`src/rtl/banked_ram_if.sv`:
```
// Bus bundle for banked_ram: clear control plus one read and one write port.
// Parameters must match those of the banked_ram instance it connects to.
interface banked_ram_if #(
    parameter int D_WIDTH = 8,
    parameter int A_WIDTH = 4,
    parameter int B_WIDTH = 2
);
    logic               clr_i;
    logic               busy_o;
    logic               ren_i;
    logic [B_WIDTH-1:0] rbank_i;
    logic [A_WIDTH-1:0] raddr_i;
    logic [D_WIDTH-1:0] rdata_o;
    logic               rvalid_o;
    logic               wen_i;
    logic [B_WIDTH-1:0] wbank_i;
    logic [A_WIDTH-1:0] waddr_i;
    logic [D_WIDTH-1:0] wdata_i;

    modport master (
        output clr_i, ren_i, rbank_i, raddr_i, wen_i, wbank_i, waddr_i, wdata_i,
        input  busy_o, rdata_o, rvalid_o
    );

    modport slave (
        input  clr_i, ren_i, rbank_i, raddr_i, wen_i, wbank_i, waddr_i, wdata_i,
        output busy_o, rdata_o, rvalid_o
    );
endinterface

```
`src/rtl/banked_ram.sv`:
```
// Multi-bank simple dual-port RAM with a hardware clear sweep, 1- or 2-cycle
// read latency with a valid strobe, and a selectable read/write collision policy.
module banked_ram #(
    parameter int                 D_WIDTH     = 8,
    parameter int                 A_WIDTH     = 4,
    parameter int                 B_WIDTH     = 2,
    parameter int                 RD_LAT      = 1,
    parameter int                 WR_FIRST    = 0,
    parameter logic [D_WIDTH-1:0] INIT_VAL    = '0,
    parameter int                 INIT_ON_RST = 1
) (
    input  logic       clk,
    input  logic       rst,
    banked_ram_if.slave bus
);
    localparam int                 IDX_W    = A_WIDTH + B_WIDTH;
    localparam int                 N_WORDS  = 2 ** IDX_W;
    localparam logic [IDX_W-1:0]   LAST_IDX = IDX_W'(N_WORDS - 1);

    typedef enum logic {IDLE, CLEAR} state_t;

    state_t             state_q, state_d;
    logic [IDX_W-1:0]   cnt_q, cnt_d;
    logic               mem_we;
    logic [IDX_W-1:0]   mem_widx;
    logic [D_WIDTH-1:0] mem_wdata;
    logic [D_WIDTH-1:0] mem [N_WORDS];

    logic               busy;
    logic               rd_acc;
    logic               wr_acc;
    logic [IDX_W-1:0]   ridx;
    logic [IDX_W-1:0]   widx;
    logic [D_WIDTH-1:0] rd_word;

    assign busy   = (state_q == CLEAR);
    assign rd_acc = bus.ren_i && !busy;
    assign wr_acc = bus.wen_i && !busy;
    assign ridx   = {bus.rbank_i, bus.raddr_i};
    assign widx   = {bus.wbank_i, bus.waddr_i};
    assign bus.busy_o = busy;

    always_ff @(posedge clk or posedge rst) begin
        if (rst) begin
            state_q <= (INIT_ON_RST != 0) ? CLEAR : IDLE;
            cnt_q   <= '0;
        end else begin
            // NOTE: state registers use non-blocking assignments so every flop samples pre-edge values.
            state_q <= state_d;
            cnt_q   <= cnt_d;
        end
    end

    always_comb begin
        // NOTE: every output of this block gets a default first, so no path can infer a latch.
        state_d   = state_q;
        cnt_d     = cnt_q;
        mem_we    = wr_acc;
        mem_widx  = widx;
        mem_wdata = bus.wdata_i;
        case (state_q)
            IDLE: begin
                if (bus.clr_i) state_d = CLEAR;
            end
            CLEAR: begin
                mem_we    = 1'b1;
                mem_widx  = cnt_q;
                mem_wdata = INIT_VAL;
                cnt_d     = cnt_q + 1'b1;
                if (cnt_q == LAST_IDX) begin
                    state_d = IDLE;
                    cnt_d   = '0;
                end
            end
            default: state_d = IDLE;
        endcase
    end

    // NOTE: the array has no reset; only the clear sweep or writes give it defined contents.
    always_ff @(posedge clk) begin
        if (mem_we) mem[mem_widx] <= mem_wdata;
    end

    // Write-first forwards wdata on a same-index collision; read-first sees the old word.
    assign rd_word = ((WR_FIRST != 0) && wr_acc && (widx == ridx)) ? bus.wdata_i : mem[ridx];

    logic               rvalid1_q;
    logic [D_WIDTH-1:0] rdata1_q;

    always_ff @(posedge clk or posedge rst) begin
        if (rst) begin
            rvalid1_q <= 1'b0;
            rdata1_q  <= '0;
        end else begin
            rvalid1_q <= rd_acc;
            if (rd_acc) rdata1_q <= rd_word;
        end
    end

    if (RD_LAT == 2) begin : g_lat2
        logic               rvalid2_q;
        logic [D_WIDTH-1:0] rdata2_q;

        always_ff @(posedge clk or posedge rst) begin
            if (rst) begin
                rvalid2_q <= 1'b0;
                rdata2_q  <= '0;
            end else begin
                rvalid2_q <= rvalid1_q;
                if (rvalid1_q) rdata2_q <= rdata1_q;
            end
        end

        assign bus.rvalid_o = rvalid2_q;
        assign bus.rdata_o  = rdata2_q;
    end else begin : g_lat1
        assign bus.rvalid_o = rvalid1_q;
        assign bus.rdata_o  = rdata1_q;
    end
endmodule

```
`src/flat_wrapper.sv`:
```
// flat-port wrapper written by rule: the top's interface ports become plain ports
module banked_ram_flat 
#(
    parameter int                 D_WIDTH     = 8,
    parameter int                 A_WIDTH     = 4,
    parameter int                 B_WIDTH     = 2,
    parameter int                 RD_LAT      = 1,
    parameter int                 WR_FIRST    = 0,
    parameter logic [D_WIDTH-1:0] INIT_VAL    = '0,
    parameter int                 INIT_ON_RST = 1
)
  (clk, rst, bus_clr_i, bus_ren_i, bus_rbank_i, bus_raddr_i, bus_wen_i, bus_wbank_i, bus_waddr_i, bus_wdata_i, bus_busy_o, bus_rdata_o, bus_rvalid_o);
  banked_ram_if #(.D_WIDTH(D_WIDTH), .A_WIDTH(A_WIDTH), .B_WIDTH(B_WIDTH)) bus_i ();
  input  logic clk;
  input  logic rst;
  input wire logic [$bits(bus_i.clr_i)-1:0] bus_clr_i;
  input wire logic [$bits(bus_i.ren_i)-1:0] bus_ren_i;
  input wire logic [$bits(bus_i.rbank_i)-1:0] bus_rbank_i;
  input wire logic [$bits(bus_i.raddr_i)-1:0] bus_raddr_i;
  input wire logic [$bits(bus_i.wen_i)-1:0] bus_wen_i;
  input wire logic [$bits(bus_i.wbank_i)-1:0] bus_wbank_i;
  input wire logic [$bits(bus_i.waddr_i)-1:0] bus_waddr_i;
  input wire logic [$bits(bus_i.wdata_i)-1:0] bus_wdata_i;
  output wire logic [$bits(bus_i.busy_o)-1:0] bus_busy_o;
  output wire logic [$bits(bus_i.rdata_o)-1:0] bus_rdata_o;
  output wire logic [$bits(bus_i.rvalid_o)-1:0] bus_rvalid_o;
  assign bus_i.clr_i = bus_clr_i;
  assign bus_i.ren_i = bus_ren_i;
  assign bus_i.rbank_i = bus_rbank_i;
  assign bus_i.raddr_i = bus_raddr_i;
  assign bus_i.wen_i = bus_wen_i;
  assign bus_i.wbank_i = bus_wbank_i;
  assign bus_i.waddr_i = bus_waddr_i;
  assign bus_i.wdata_i = bus_wdata_i;
  assign bus_busy_o = bus_i.busy_o;
  assign bus_rdata_o = bus_i.rdata_o;
  assign bus_rvalid_o = bus_i.rvalid_o;
  banked_ram #(.D_WIDTH(D_WIDTH), .A_WIDTH(A_WIDTH), .B_WIDTH(B_WIDTH), .RD_LAT(RD_LAT), .WR_FIRST(WR_FIRST), .INIT_VAL(INIT_VAL), .INIT_ON_RST(INIT_ON_RST)) u_core (.clk(clk), .rst(rst), .bus(bus_i));
endmodule
```
`config.mk`:
```
export PLATFORM = sky130hd
export DESIGN_NAME = banked_ram_flat
export DESIGN_NICKNAME = d
export VERILOG_FILES = /design/src/rtl/banked_ram_if.sv /design/src/rtl/banked_ram.sv /design/src/flat_wrapper.sv
export SDC_FILE = /design/constraint.sdc
export NUM_CORES = 1
export LEC_CHECK = 0
export CAP_MARGIN = 20
export CORE_UTILIZATION = 28
export DETAILED_ROUTE_END_ITERATION = 12
export PLACE_DENSITY = 0.5
export RECOVER_POWER = 100
export SLEW_MARGIN = 10
export SYNTH_ARGS = -nofsm -noshare
export SYNTH_HDL_FRONTEND = slang
export SYNTH_SLANG_ARGS = --single-unit
```
`constraint.sdc`:
```
create_clock -name clk -period 2.8 [get_ports clk]
set_input_delay 0.56 -clock clk [delete_from_list [all_inputs] [get_ports clk]]
set_output_delay 0.56 -clock clk [all_outputs]
set_load 0.01 [all_outputs]
```
# --- Word level (Yosys, flattened, before mapping) ---
# Memory sizes are Yosys's and may differ from the RTL's. A register that Yosys moved wholly into a read port is not among the register bits.
# Cells that the tools add are included.
word_totals:
  reg_bits: 8
  ram_bits: 512
  out_inout_bits: 10
  mem_count: 1
mem_list:
  columns: ["memory", "depth", "word_bits", "read_ports", "rd_clocked_by_memory_dff", "write_ports", "line_no", "text"]
  rows:
  - ["u_core.mem", 64, 8, 1, 1, 1, "banked_ram.sv:27", "logic [D_WIDTH-1:0] mem [N_WORDS];"]
classes:
  eq_ne: 1
  n_bitwise: 1
  reduce_logical: 3
  n_mux: 9
  n_addsub: 1
op_table:
  columns: ["operator", "count"]
  rows:
  - ["6-bit 2-to-1 mux", 2]
  - ["8-bit 2-to-1 mux", 1]
  - ["6-bit by 1-bit adder with 6-bit output (second input constant)", 1]
  - ["6-bit equality test (second input constant)", 1]
  - ["1-bit 2-to-1 mux", 5]
  - ["1-bit logical AND", 2]
  - ["1-bit case mux with 2 select lines", 1]
  - ["1-bit logical NOT", 1]
  - ["1-bit NOT", 1]

# --- Depth between registers and ports, before layout ---
depth:
  ltp_word: 5
  mapped_depth: 8
  depth_no_buf: 6

# --- Worst setup path after synthesis ---
# Ideal clock, no wire load.
synth_path:
  kind: "register to register"
  startpoint: "register u_core.state_q, in the netlist u_core.bus.busy_o"
  endpoint: "memory u_core.mem[0][0] (data pin)"
  arrival_time_ns: 2.549
  t_required_ns: 2.286
  path_stages_with_launch: 5
  slack_ns: -0.263
  cell_sequence: "dfstp_2 buf_2 buf_2 clkbuf_1 nor2b_1"
synth_via:
  elab_chain_len: 1
synth_lines:
  columns: ["item", "line_no", "text"]
  rows:
  - ["start: declaration", "banked_ram.sv:22", "state_t state_q, state_d;"]
  - ["start signal: assignment", "banked_ram.sv:45", "state_q <= (INIT_ON_RST != 0) ? CLEAR : IDLE;"]
  - ["start signal: assignment", "banked_ram.sv:49", "state_q <= state_d;"]
  - ["8-bit 2-to-1 mux", "banked_ram.sv:61", "case (state_q)"]
  - ["net u_core.mem_wdata[0]", "banked_ram.sv:26", "logic [D_WIDTH-1:0] mem_wdata;"]
  - ["end: declaration", "banked_ram.sv:27", null]
# The timed path passes the listed nets, and every way through them passes these cells.

# --- Worst setup path in the final report ---
layout_path:
  startpoint: "register u_core.state_q, in the netlist u_core.bus.busy_o"
  endpoint: "output port bus_busy_o"
layout_lines:
  columns: ["item", "line_no", "text"]
  rows:
  - ["end: declaration", "flat_wrapper.sv:24", "output wire logic [$bits(bus_i.busy_o)-1:0] bus_busy_o;"]
# No word-level cell between the ends.

==> results by group <==
Timing
  – Max Slew Vio Count: 0
  – Final Hold Viols: 0
  – Min Tclk post-route: 2.73 ns
  – Setup Viol. Count Final: 0
  – Fin Clk Skew: between 0.02 and 0.025 ns
  – WHS: 0.542 ns
  – Final cycle utilization of the critical path: 97.6%
  – Slew Limit Headroom: 43.2%
  – Worst-Margin Slew: roughly 0.85 ns
  – RSZ-0062 raised after global routing: false
  – Max Clock Freq: roughly 370 MHz
  – Setup TNS: 0 ns

Routing
  – Avg WL per Cell: 22.8 um
  – DR WL met3: approximately 2600 um
  – Detailed-route DRC error count: 6
  – Vias/cell: 4.75
  – Iter 0 DRT Violations: approximately 1000
  – Met1 Wirelength: between 20000 and 25000 um
  – DR WL met2: 22900 um
  – Vias: 10600
  – DR top layer: met4
  – Drt first pass iters: 9
  – Final WL: 50700 um
  – Post-DRT Antenna Nets: 0

Clock network
  – Hold-fix buffers, CTS: 0
  – Depth of the CTS H-tree: 2
  – CTS resizes: 0
  – Post CTS Setup Buffer Count: 0
  – Root Buffer: clkbuf_16
  – Clk slew on worst S/H paths: 0.06 ns
  – Total CTS buffers: 55
  – CTS tree: done
  – Number of sinks on the clock net: 528
  – Clock latency on the worst-skew pair: ~0.60 ns
  – Max Root-Sink Buffers: 3

Floorplan
  – Row cnt: 99
  – Initial core utilization: 28.4%
  – Core area: 73300 um2
  – I/O pin total: 35
  – Die W: 275 um
  – Die Y: 275 um
  – Die area: 75500 um2

Pwr
  – Sw Share: 25.3%
  – Clock share of power: 36.3%
  – Net switching power figure: between 4 and 5 mW
  – Combinational share of power: approximately an eighth
  – Sequential share of power: 50.9%
  – LEAKAGE: 8.06 nW
  – Int Pwr: 14.1 mW
  – Maximum VDD drop: between 0.4 and 0.5 mV
  – P per Cell Area: roughly 770 nW/um2

Final layout
  – Fill cell count: between 7000 and 8000
  – Syn-to-layout area delta: 18.1%
  – Diode count: 0
  – Design area: 24600 um2
  – Nets: 1248
  – Share of layout cells above drive strength 1: between 20% and 30%

Flow run
  – Max_cap viols: 0

Global route
  – Vias in the first global route: 11000
  – First-pass GRT wire length: 74700 um
  – Largest net degree at the start of global routing: 65
  – Initial antenna violation count: 2
  – GRT Util Overall: 13.6%
  – GR Overflow Total: 0

Worst setup path
  – Crit-path max FO: 15
  – RR Startpoint: u_core.bus.busy_o
  – CP Cell Sequence: buf_4 > clkdlybuf4s50_1
  – Setup Crit Path Kind: reg -> out
  – Critical Path RT: between 2 and 2.5 ns
  – Reg2reg end: u_core.mem[17][5]
  – Critical path data arrival time: 2.17 ns
  – R2R setup slack: about 0.1 ns
  – Setup crit start kind: register
  – R2R cell count: 8
  – Slowest CP cell: dfstp_4
  – Element type at the critical path end: primary output
  – Max incr delay on CP: 0.71 ns

Placed design
  – Final HPWL DP: 31900 um
  – Post-DP Area: 23200 um2
  – Number of port buffers: 34
  – Gp weighted congestion: 0.780

Logic synthesis
  – FF+latch count, synth: 528
  – EDFF count, synth: 512
  – Synth Flop Type: edfxtp_1
  – Netlist cell types: between 40 and 50
  – Sequential share of the synthesized area: 75.7%
  – Post-synth net total: 1080
  – Cells after Synth: around 1100
  – Mean Syn Cell Area: 19.8 um2
  – Async SR Flop Fraction: 3.03%
  – Cell Area, Synth: 20800 um2
  – Synth Warn #: 0

Min path
  – Hold crit path type: reg -> reg
  – End of the worst hold path: u_core.cnt_q[5]
  – Min-delay src: u_core.cnt_q[5]
  – WHS Path Cells: 1

Status
  – Failing checks: design-rule violations
  – Status: finished, violations left
[power groups by stage]
stage | clock [mW] | sequential (mW) | combinational, mW
finish | 6.84 | 9.59 | 2.42
detailed placement | 0 | 9.75 | 2.58
floorplan | 0 | 9.63 | 1.34
global route | 7.31 | 9.64 | 2.62
CTS | 7.01 | 9.59 | 2.59
global placement | 0 | 9.74 | 2.57
[layout by cell type (no fill, tap or decap), drive strengths merged, types with 3 or more instances in the layout]
cell           count
nand4              3
o21ai             11
dlygate4sd3       10
a32oi              9
dfrtp             15
inv                7
clkbuf           143
xnor2              3
a22oi             18
a22o              10
buf               62
nor2b             18
mux2i             41
clkdlybuf4s50     21
mux4              96
nand2b             6
mux2              34
o22ai             35
edfxtp           512
clkinv            26
bufinv             3
nor3              16
nand2             43
nor2              74
a2111oi            8
a211oi            16
[critical path, delay by kind of cell (launching register included)]
family | cells | cell delay [ns]
buffers and inverters | 2 | 0.86
flip-flops | 1 | 0.71
[kinds of logic after synthesis]
| family | Yosys count | share of synthesized area [%] |
|---|---|---|
| compound gates | 113 | 3.95 |
| xor+xnor | 4 | 0.168 |
| fa+ha+maj | 1 | 0.0600 |
| buf+inv | 63 | 2.08 |
| flops | 528 | 75.7 |
| mux | 171 | 14.2 |
| simple gates | 174 | 3.84 |
[synthesized netlist by cell type (all sizes together), types with 2 or more instances]
| master | instances | area share (%) |
|---|---|---|
| and2b | 2 | 0.072 |
| or3b | 2 | 0.084 |
| nand2 | 43 | 0.77 |
| mux2 | 34 | 1.8 |
| dfrtp | 15 | 1.8 |
| and2 | 2 | 0.060 |
| nor2 | 74 | 1.3 |
| o22ai | 35 | 1.1 |
| clkbuf | 11 | 0.20 |
| and3b | 2 | 0.084 |
| o21ai | 11 | 0.26 |
| inv | 6 | 0.11 |
| buf | 46 | 1.8 |
| mux4 | 96 | 10 |
| a22o | 10 | 0.42 |
| nor2b | 18 | 0.54 |
| a2111oi | 8 | 0.37 |
| nand4 | 3 | 0.090 |
| edfxtp | 512 | 74 |
| a32oi | 9 | 0.38 |
| xnor2 | 3 | 0.13 |
| a22oi | 18 | 0.65 |
| a211oi | 16 | 0.58 |
| nor3 | 16 | 0.38 |
| nand2b | 6 | 0.18 |
| mux2i | 41 | 2.0 |
[flip-flops by register name (all words and copies together) (netlist names)]
signal,flops
u_core.bus.busy_o,1
u_core.bus.rdata_o,8
u_core.bus.rvalid_o,1
u_core.cnt_q,6
u_core.mem,512
[worst max-delay path by stage]
stage / startpoint / end / slack, ns / depth (start not counted)
floorplan: u_core.bus.busy_o / u_core.mem[0][0] / -0.26 / 4
global placement: bus_raddr_i[2] / u_core.bus.rdata_o[1] / -0.15 / 8
detailed placement: bus_raddr_i[2] / u_core.bus.rdata_o[1] / -0.17 / 8
CTS: u_core.bus.busy_o / bus_busy_o / 0.03 / 2
global route: u_core.bus.busy_o / bus_busy_o / 0.01 / 2
finish: u_core.bus.busy_o / bus_busy_o / 0.07 / 2
[per-layer routing]
metal  vias up  global-route usage (%)
li1       4666                       -
met1      5552                    20.0
met2       275                    20.8
met3        68                    2.49
met4         0                    3.26
met5         -                       0
[metrics by stage]
step | instances | utilization [%] | total power [mW] | setup WS [ns]
2_1_floorplan | 1054 | - | 11.0 | -0.263
3_3_place_gp | 2124 | 31.7 | 12.3 | -0.151
3_5_place_dp | 2124 | 31.7 | 12.3 | -0.167
4_1_cts | 2222 | 33.9 | 19.2 | 0.0338
5_1_grt | 2222 | 33.5 | 19.6 | 0.0109
6_report | 2222 | 33.5 | 18.8 | 0.0677
[final cells by class]
class / instances / area (um2) / share of cell area, %
Clock inverter: 30 / 220 / 0.895
Multi-Input combinational cell: 463 / 4680 / 19.0
Timing Repair Buffer: 168 / 1250 / 5.10
Tap cell: 959 / 1200 / 4.88
Sequential cell: 528 / 15800 / 64.2
Clock buffer: 68 / 1450 / 5.88
Inverter: 6 / 22.5 / 0.0916
Power figures use the tool's default switching activity.
